[config.mk]
export PLATFORM = sky130hd
export DESIGN_NAME = matrix_add_pipe_flat
export DESIGN_NICKNAME = d
export VERILOG_FILES = /design/src/rtl/matrix_add_pipe_pkg.sv /design/src/rtl/matrix_add_pipe_if.sv /design/src/rtl/matrix_add_pipe_lane.sv /design/src/rtl/matrix_add_pipe.sv /design/src/flat_wrapper.sv
export SDC_FILE = /design/constraint.sdc
export NUM_CORES = 2
export LEC_CHECK = 0
export CORE_AREA = 5 5 534 536
export CTS_CLUSTER_DIAMETER = 200
export DETAILED_ROUTE_END_ITERATION = 12
export DIE_AREA = 0 0 539 541
export HOLD_SLACK_MARGIN = 0.08
export PLACE_DENSITY_LB_ADDON = 0.05
export SETUP_SLACK_MARGIN = 0.02
export SLEW_MARGIN = 20
export SYNTH_ARGS = -nofsm -noshare
export SYNTH_HDL_FRONTEND = slang
export SYNTH_SLANG_ARGS = --single-unit
export TNS_END_PERCENT = 30
[constraint.sdc]
create_clock -name clk -period 6.9 [get_ports clk]
set_clock_uncertainty 0.05 [all_clocks]
set_input_delay 1.035 -clock clk [delete_from_list [all_inputs] [get_ports clk]]
set_output_delay 1.035 -clock clk [all_outputs]
set_load 0.05 [all_outputs]
[src/rtl/matrix_add_pipe_pkg.sv]
// Shared definitions for the pipelined matrix adder: op encodings and
// saturation bound helper.
package matadd_pkg;

    localparam logic MATADD_OP_ADD = 1'b0;
    localparam logic MATADD_OP_SUB = 1'b1;

    typedef struct packed {
        logic [63:0] min_v;
        logic [63:0] max_v;
    } sat_bounds_t;

    // Two's complement min/max bit patterns for a signed value of 'width' bits,
    // returned in the low 'width' bits of each field.
    function automatic sat_bounds_t sat_clamp(input int unsigned width);
        sat_bounds_t bounds;
        bounds.min_v = 64'd1 << (width - 32'd1);
        bounds.max_v = bounds.min_v - 64'd1;
        return bounds;
    endfunction

endpackage

[src/rtl/matrix_add_pipe_if.sv]
// Operand and result valid/ready streams of the matrix adder.
interface matrix_add_pipe_if #(
    parameter int PARALLEL_NUM = 28,
    parameter int DATA_W       = 16
);
    logic                           in_valid;
    logic                           in_ready;
    logic                           in_op;
    logic [PARALLEL_NUM*DATA_W-1:0] in_a;
    logic [PARALLEL_NUM*DATA_W-1:0] in_b;
    logic                           out_valid;
    logic                           out_ready;
    logic [PARALLEL_NUM*DATA_W-1:0] out_res;
    logic [PARALLEL_NUM-1:0]        out_sat;
    logic                           out_last;

    modport master (
        output in_valid, in_op, in_a, in_b, out_ready,
        input  in_ready, out_valid, out_res, out_sat, out_last
    );

    modport slave (
        input  in_valid, in_op, in_a, in_b, out_ready,
        output in_ready, out_valid, out_res, out_sat, out_last
    );
endinterface

[src/rtl/matrix_add_pipe_lane.sv]
// One lane of the adder: add/sub with optional signed saturation
// (enabled by MATADD_SAT_EN).
module matadd_lane
    import matadd_pkg::*;
#(
    parameter int DATA_W = 16
) (
    input  logic [DATA_W-1:0] a_i,
    input  logic [DATA_W-1:0] b_i,
    input  logic              op_i,
    output logic [DATA_W-1:0] res_o,
    output logic              sat_o
);

    logic              sub_s;
    logic [DATA_W-1:0] b_eff_s;
    logic [DATA_W-1:0] sum_s;

    // Subtraction as a + ~b + 1 so a single adder serves both ops.
    assign sub_s   = (op_i == MATADD_OP_SUB);
    assign b_eff_s = sub_s ? ~b_i : b_i;
    assign sum_s   = a_i + b_eff_s + {{(DATA_W-1){1'b0}}, sub_s};

`ifdef MATADD_SAT_EN
    localparam sat_bounds_t BOUNDS = sat_clamp(DATA_W);

    logic ovf_s;

    // Overflow: both adder inputs share a sign that the sum does not.
    assign ovf_s = (a_i[DATA_W-1] == b_eff_s[DATA_W-1]) &&
                   (sum_s[DATA_W-1] != a_i[DATA_W-1]);
    assign res_o = ovf_s ? (a_i[DATA_W-1] ? BOUNDS.min_v[DATA_W-1:0]
                                          : BOUNDS.max_v[DATA_W-1:0])
                         : sum_s;
    assign sat_o = ovf_s;
`else
    assign res_o = sum_s;
    assign sat_o = 1'b0;
`endif

endmodule

[src/rtl/matrix_add_pipe.sv]
// Two-stage valid/ready pipelined matrix adder with tile last-beat tagging.
// Optional signed saturation is selected with the MATADD_SAT_EN macro.
module matrix_add_pipe
    import matadd_pkg::*;
#(
    parameter int PARALLEL_NUM   = 28,
    parameter int DATA_W         = 16,
    parameter int BEATS_PER_TILE = 28
) (
    input  logic               clk,
    input  logic               rst_n,
    matrix_add_pipe_if.slave   io
);

    localparam int BUS_W = PARALLEL_NUM * DATA_W;
    localparam int CNT_W = (BEATS_PER_TILE > 1) ? $clog2(BEATS_PER_TILE) : 1;
    localparam logic [CNT_W-1:0] LAST_CNT = CNT_W'(BEATS_PER_TILE - 1);

    logic                    s1_valid_q;
    logic                    s1_op_q;
    logic [BUS_W-1:0]        s1_a_q;
    logic [BUS_W-1:0]        s1_b_q;
    logic                    s1_last_q;
    logic                    s2_valid_q;
    logic [BUS_W-1:0]        s2_res_q;
    logic [PARALLEL_NUM-1:0] s2_sat_q;
    logic                    s2_last_q;
    logic [CNT_W-1:0]        beat_cnt_q;
    logic [CNT_W-1:0]        beat_cnt_d;

    logic                    s1_adv_s;
    logic                    s2_adv_s;
    logic                    in_xfer_s;
    logic                    last_beat_s;
    logic [BUS_W-1:0]        lane_res_s;
    logic [PARALLEL_NUM-1:0] lane_sat_s;

    // in_ready depends combinationally on out_ready so a full pipe can still
    // accept while it drains.
    assign s2_adv_s    = !s2_valid_q || io.out_ready;
    assign s1_adv_s    = !s1_valid_q || s2_adv_s;
    assign in_xfer_s   = io.in_valid && s1_adv_s;
    assign last_beat_s = (beat_cnt_q == LAST_CNT);

    // Tile beat counter next state.
    always_comb begin
        beat_cnt_d = beat_cnt_q;
        if (in_xfer_s) begin
            if (last_beat_s) begin
                beat_cnt_d = '0;
            end else begin
                beat_cnt_d = beat_cnt_q + CNT_W'(1);
            end
        end else begin
            beat_cnt_d = beat_cnt_q;
        end
    end

    // Tile beat counter register.
    always_ff @(posedge clk or negedge rst_n) begin
        if (!rst_n) begin
            beat_cnt_q <= '0;
        end else begin
            beat_cnt_q <= beat_cnt_d;
        end
    end

    // Stage 1: operand capture.
    always_ff @(posedge clk or negedge rst_n) begin
        if (!rst_n) begin
            s1_valid_q <= 1'b0;
            s1_op_q    <= 1'b0;
            s1_a_q     <= '0;
            s1_b_q     <= '0;
            s1_last_q  <= 1'b0;
        end else if (s1_adv_s) begin
            s1_valid_q <= io.in_valid;
            if (io.in_valid) begin
                s1_op_q   <= io.in_op;
                s1_a_q    <= io.in_a;
                s1_b_q    <= io.in_b;
                s1_last_q <= last_beat_s;
            end
        end
    end

    for (genvar i = 0; i < PARALLEL_NUM; i++) begin : g_lane
        matadd_lane #(.DATA_W(DATA_W)) u_lane (
            .a_i   (s1_a_q[i*DATA_W +: DATA_W]),
            .b_i   (s1_b_q[i*DATA_W +: DATA_W]),
            .op_i  (s1_op_q),
            .res_o (lane_res_s[i*DATA_W +: DATA_W]),
            .sat_o (lane_sat_s[i])
        );
    end

    // Stage 2: result capture; fields only move when S1 holds a beat.
    always_ff @(posedge clk or negedge rst_n) begin
        if (!rst_n) begin
            s2_valid_q <= 1'b0;
            s2_res_q   <= '0;
            s2_sat_q   <= '0;
            s2_last_q  <= 1'b0;
        end else if (s2_adv_s) begin
            s2_valid_q <= s1_valid_q;
            if (s1_valid_q) begin
                s2_res_q  <= lane_res_s;
                s2_sat_q  <= lane_sat_s;
                s2_last_q <= s1_last_q;
            end
        end
    end

    assign io.in_ready  = s1_adv_s;
    assign io.out_valid = s2_valid_q;
    assign io.out_res   = s2_res_q;
    assign io.out_sat   = s2_sat_q;
    assign io.out_last  = s2_last_q;

endmodule
[src/flat_wrapper.sv]
// flat-port wrapper written by rule: the top's interface ports become plain ports
module matrix_add_pipe_flat import matadd_pkg::*;
#(
    parameter int PARALLEL_NUM   = 28,
    parameter int DATA_W         = 16,
    parameter int BEATS_PER_TILE = 28
)
  (clk, rst_n, io_in_valid, io_in_op, io_in_a, io_in_b, io_out_ready, io_in_ready, io_out_valid, io_out_res, io_out_sat, io_out_last);
  matrix_add_pipe_if #(.PARALLEL_NUM(PARALLEL_NUM), .DATA_W(DATA_W)) io_i ();
  input  logic clk;
  input  logic rst_n;
  input wire logic [$bits(io_i.in_valid)-1:0] io_in_valid;
  input wire logic [$bits(io_i.in_op)-1:0] io_in_op;
  input wire logic [$bits(io_i.in_a)-1:0] io_in_a;
  input wire logic [$bits(io_i.in_b)-1:0] io_in_b;
  input wire logic [$bits(io_i.out_ready)-1:0] io_out_ready;
  output wire logic [$bits(io_i.in_ready)-1:0] io_in_ready;
  output wire logic [$bits(io_i.out_valid)-1:0] io_out_valid;
  output wire logic [$bits(io_i.out_res)-1:0] io_out_res;
  output wire logic [$bits(io_i.out_sat)-1:0] io_out_sat;
  output wire logic [$bits(io_i.out_last)-1:0] io_out_last;
  assign io_i.in_valid = io_in_valid;
  assign io_i.in_op = io_in_op;
  assign io_i.in_a = io_in_a;
  assign io_i.in_b = io_in_b;
  assign io_i.out_ready = io_out_ready;
  assign io_in_ready = io_i.in_ready;
  assign io_out_valid = io_i.out_valid;
  assign io_out_res = io_i.out_res;
  assign io_out_sat = io_i.out_sat;
  assign io_out_last = io_i.out_last;
  matrix_add_pipe #(.PARALLEL_NUM(PARALLEL_NUM), .DATA_W(DATA_W), .BEATS_PER_TILE(BEATS_PER_TILE)) u_core (.clk(clk), .rst_n(rst_n), .io(io_i));
endmodule
==> impl_results.md <==
- Status: completed
- Slew @ Worst Pin: slightly below 1000 ps
- Number of synthesized flops with an enable pin: 0
- Buf/Inv on CP: 1
- Detailed placer's ending HPWL: around 240 mm
- Crit path time final: 4360 ps
- P&R area growth vs syn: 32.7%
- Clk_lat worst skew: between 800 and 900 ps
- Post-synth top flop: dfrtp_1
- Post-synthesis cell area: roughly 72000 µm²
- Vias per Instance: 4.55
- Post-synthesis sequential area ratio: between 40 and 50%
- Core box area: approximately 280000 µm²
- Final Cycle Share: between 60% and 70%
- Crit path DAT: between 5000 and 6000 ps
- Initial Util: approximately a quarter
- Placer Congestion: 0.855
- Clock buffer depth: 4
- Synth Area per Inst: approximately 8.8 µm²
- Post-synth top area share: 46.9%
- #FFs+latches synth: 1354
- Setup_tns: 0 ps
- Max VDD drop: between 200 and 250 µV
- Total global-route track usage: between 20% and 30%
- Async SR Flop Fraction: between 90% and 100%
- Die Span X: ~540 µm
- Mapped Cells: 8212
- Pins over their slew limit: 0
- Wirelength per Cell: 23.3 µm
- Pleak: about 46 nW
- TritonCTS clock tree: done
- Initial antenna violation count: around 110
- Port Buf Inserts: roughly 1400
- Clock sink count: 1354
- Setup crit end kind: register
- Slowest-stage cell, CP: dfrtp_4
- DRC: 0
- Worst min path class: register to register
- Critical-path cell list: buf_12 > xor2_1 > fa_1 > a21o_1 > a21oi_1 > o21bai_1 > a2111oi_2 > nor4_1 > nor3_1 > xor2_1 > o21ai_0
- Post-route ant nets: 0
- IO Pins: ~1400
- Die H: around 540 µm
- Detailed Route WL: about 310 mm
- Most frequent CP cell: xor2_1
- Row count: 195
- Largest net degree at the start of global routing: ~150
- WP data required: around 7600 ps
- Vias: 60782
- Ranking of synthesized cells by area: dfrtp_1 (47%), nand2_1 (17%), ha_1 (7.3%)
- DRT iter0 DRCs: 3042
- RSZ-0062 raised after global routing: false
- Delay-heaviest family, CP: compound AO/OA/AOI/OAI gates
- Clock root cell: clkbuf_16
- Layout cells sized above 1: around 4.5%
- Final-report hold violation count: 0
- Postcts setup bufs: 0
- Critical Path Fanout Max: 83
- Die ar.: 292000 µm²
- Worst relative slew slack: approximately a third
- Critical path's largest stage delay: ~990 ps
- Vias in the first global route: 63457
- TritonCTS buffer count: 184
- PD cells: ~410 nW/µm²
- Filler instances: 29214
- Maxcap violations: 0
- First-pass GRT wire length: 450 mm
- # H-tree levels: 4
- Yosys top cell by area: dfrtp_1
- Final Setup Violations: 0
- First-pass DRT Iterations: 6
- Post-synth cell types: 83
- Core Util, Final: 34.2%
- Max Fclk: around 0.23 GHz
- Setup crit start kind: register
- Clock transition at path regs: approximately 60 ps
- Yosys warnings: 0
- CP Class: register to register
- Nets@finish: between 10000 and 15000
- Total congestion overflow: 0
## cell families after synthesis
family / count (synthesis) / share of synthesized area [%]
AO/OA/AOI/OAI: 1321 / 11.4
XOR/XNOR: 818 / 9.92
adder cells (fa/ha/maj): 449 / 8.07
buffers and inverters: 504 / 2.88
flip-flops: 1354 / 46.9
multiplexers: 34 / 0.520
other: 1 / 0.00519
AND/OR/NAND/NOR: 3731 / 20.3
## layout by cell type, fill, tap and decap left out, types with 39 or more instances in the layout
cell type,count
a21o_1,152
o21ai_0,471
clkbuf_16,186
clkbuf_1,42
xnor2_1,259
o21ai_1,47
xor2_1,559
a21oi_1,277
o21bai_1,68
inv_1,111
dfrtp_1,1353
ha_1,421
clkbuf_8,41
a31oi_1,39
nand2_1,3317
clkdlybuf4s50_1,1350
nand3_1,77
nor2_1,118
## synth_stat cells, drive strengths merged, types with 11 or more instances
library cell	count
a2111oi	17
nor2b	17
nor3	38
nand2b	32
o211ai	22
buf	89
a211oi	34
and2	19
nand4	22
inv	111
and3	28
a21oi	279
a221o	15
mux2	25
xor2	559
dfrtp	1354
or3	19
nand3	77
o21bai	68
ha	421
o21ai	525
clkbuf	304
o31ai	35
a31oi	39
xnor2	259
nor2	118
o21a	30
a221oi	11
fa	28
a21o	152
nand2	3319
## worst paths after layout
path                       cells after the start  slack [ps]                endpoint              startpoint
max                                           11        2540   u_core.io.out_res[30]          u_core.s1_op_q
min in group asynchronous                      2         760      u_core.s1_b_q[221]                   rst_n
min reg2reg                                    2         420  u_core.io.out_res[424]  u_core.io.out_res[424]
max in group asynchronous                      4        4400  u_core.io.out_res[361]                   rst_n
min                                            2         420  u_core.io.out_res[424]  u_core.io.out_res[424]
max reg2reg                                   11        2540   u_core.io.out_res[30]          u_core.s1_op_q
## power by group
group	internal (mW)	switching, mW	total [mW]
combinational	6.44	12.0	18.4
sequential	9.91	1.64	11.6
clock	5.71	3.84	9.54
## tightest hold or removal path: stages (launching register included)
cell and delay, ps:
dfrtp_1 340, nand2_1 50, nand2_1 40
## routing by layer
metal | vias to the layer above | track usage, % | share of wire (%)
met3 | 486 | 5.06 | 6.1
li1 | 29393 | - | -
met1 | 29276 | 26.1 | 43
met4 | 44 | 7.52 | 3.7
met5 | - | 0 | 0.085
met2 | 1583 | 34.4 | 47
## per-stage QoR
stage                     area (µm²)  hold slack [ps]  total power [mW]  std cells  setup slack [ps]
after floorplan                72300              389              23.0       8239              3060
after global placement         89800              400              30.3      13005              2450
after detailed placement       89800              412              30.3      13005              2460
after CTS                      95700              425              40.2      13331              2470
after global routing           95800              442              41.9      13356              2140
final                          95800              418              39.5      13369              2540
## registers in the layout, indices dropped and copies added, names as in the netlist, 5 cells and up
signal,cells
u_core.io.out_res,448
u_core.s1_a_q,448
u_core.s1_b_q,448
u_core.beat_cnt_q,5
## cell type report
class | count | area (µm²) | area share, %
Tap cell | 3743 | 4680 | 4.89
Clock inverter | 56 | 553 | 0.577
Inverter | 111 | 417 | 0.435
Antenna cell | 38 | 95.1 | 0.0993
Clock buffer | 269 | 5380 | 5.61
Timing Repair Buffer | 1417 | 14400 | 15.0
Sequential cell | 1354 | 33900 | 35.4
Multi-Input combinational cell | 6381 | 36400 | 38.0
## timing repair
action,in CTS,in global routing
hold buffers,1,0
endpoints found under the hold margin,7,0
resized for setup,0,0
Power figures use the tool's default switching activity.
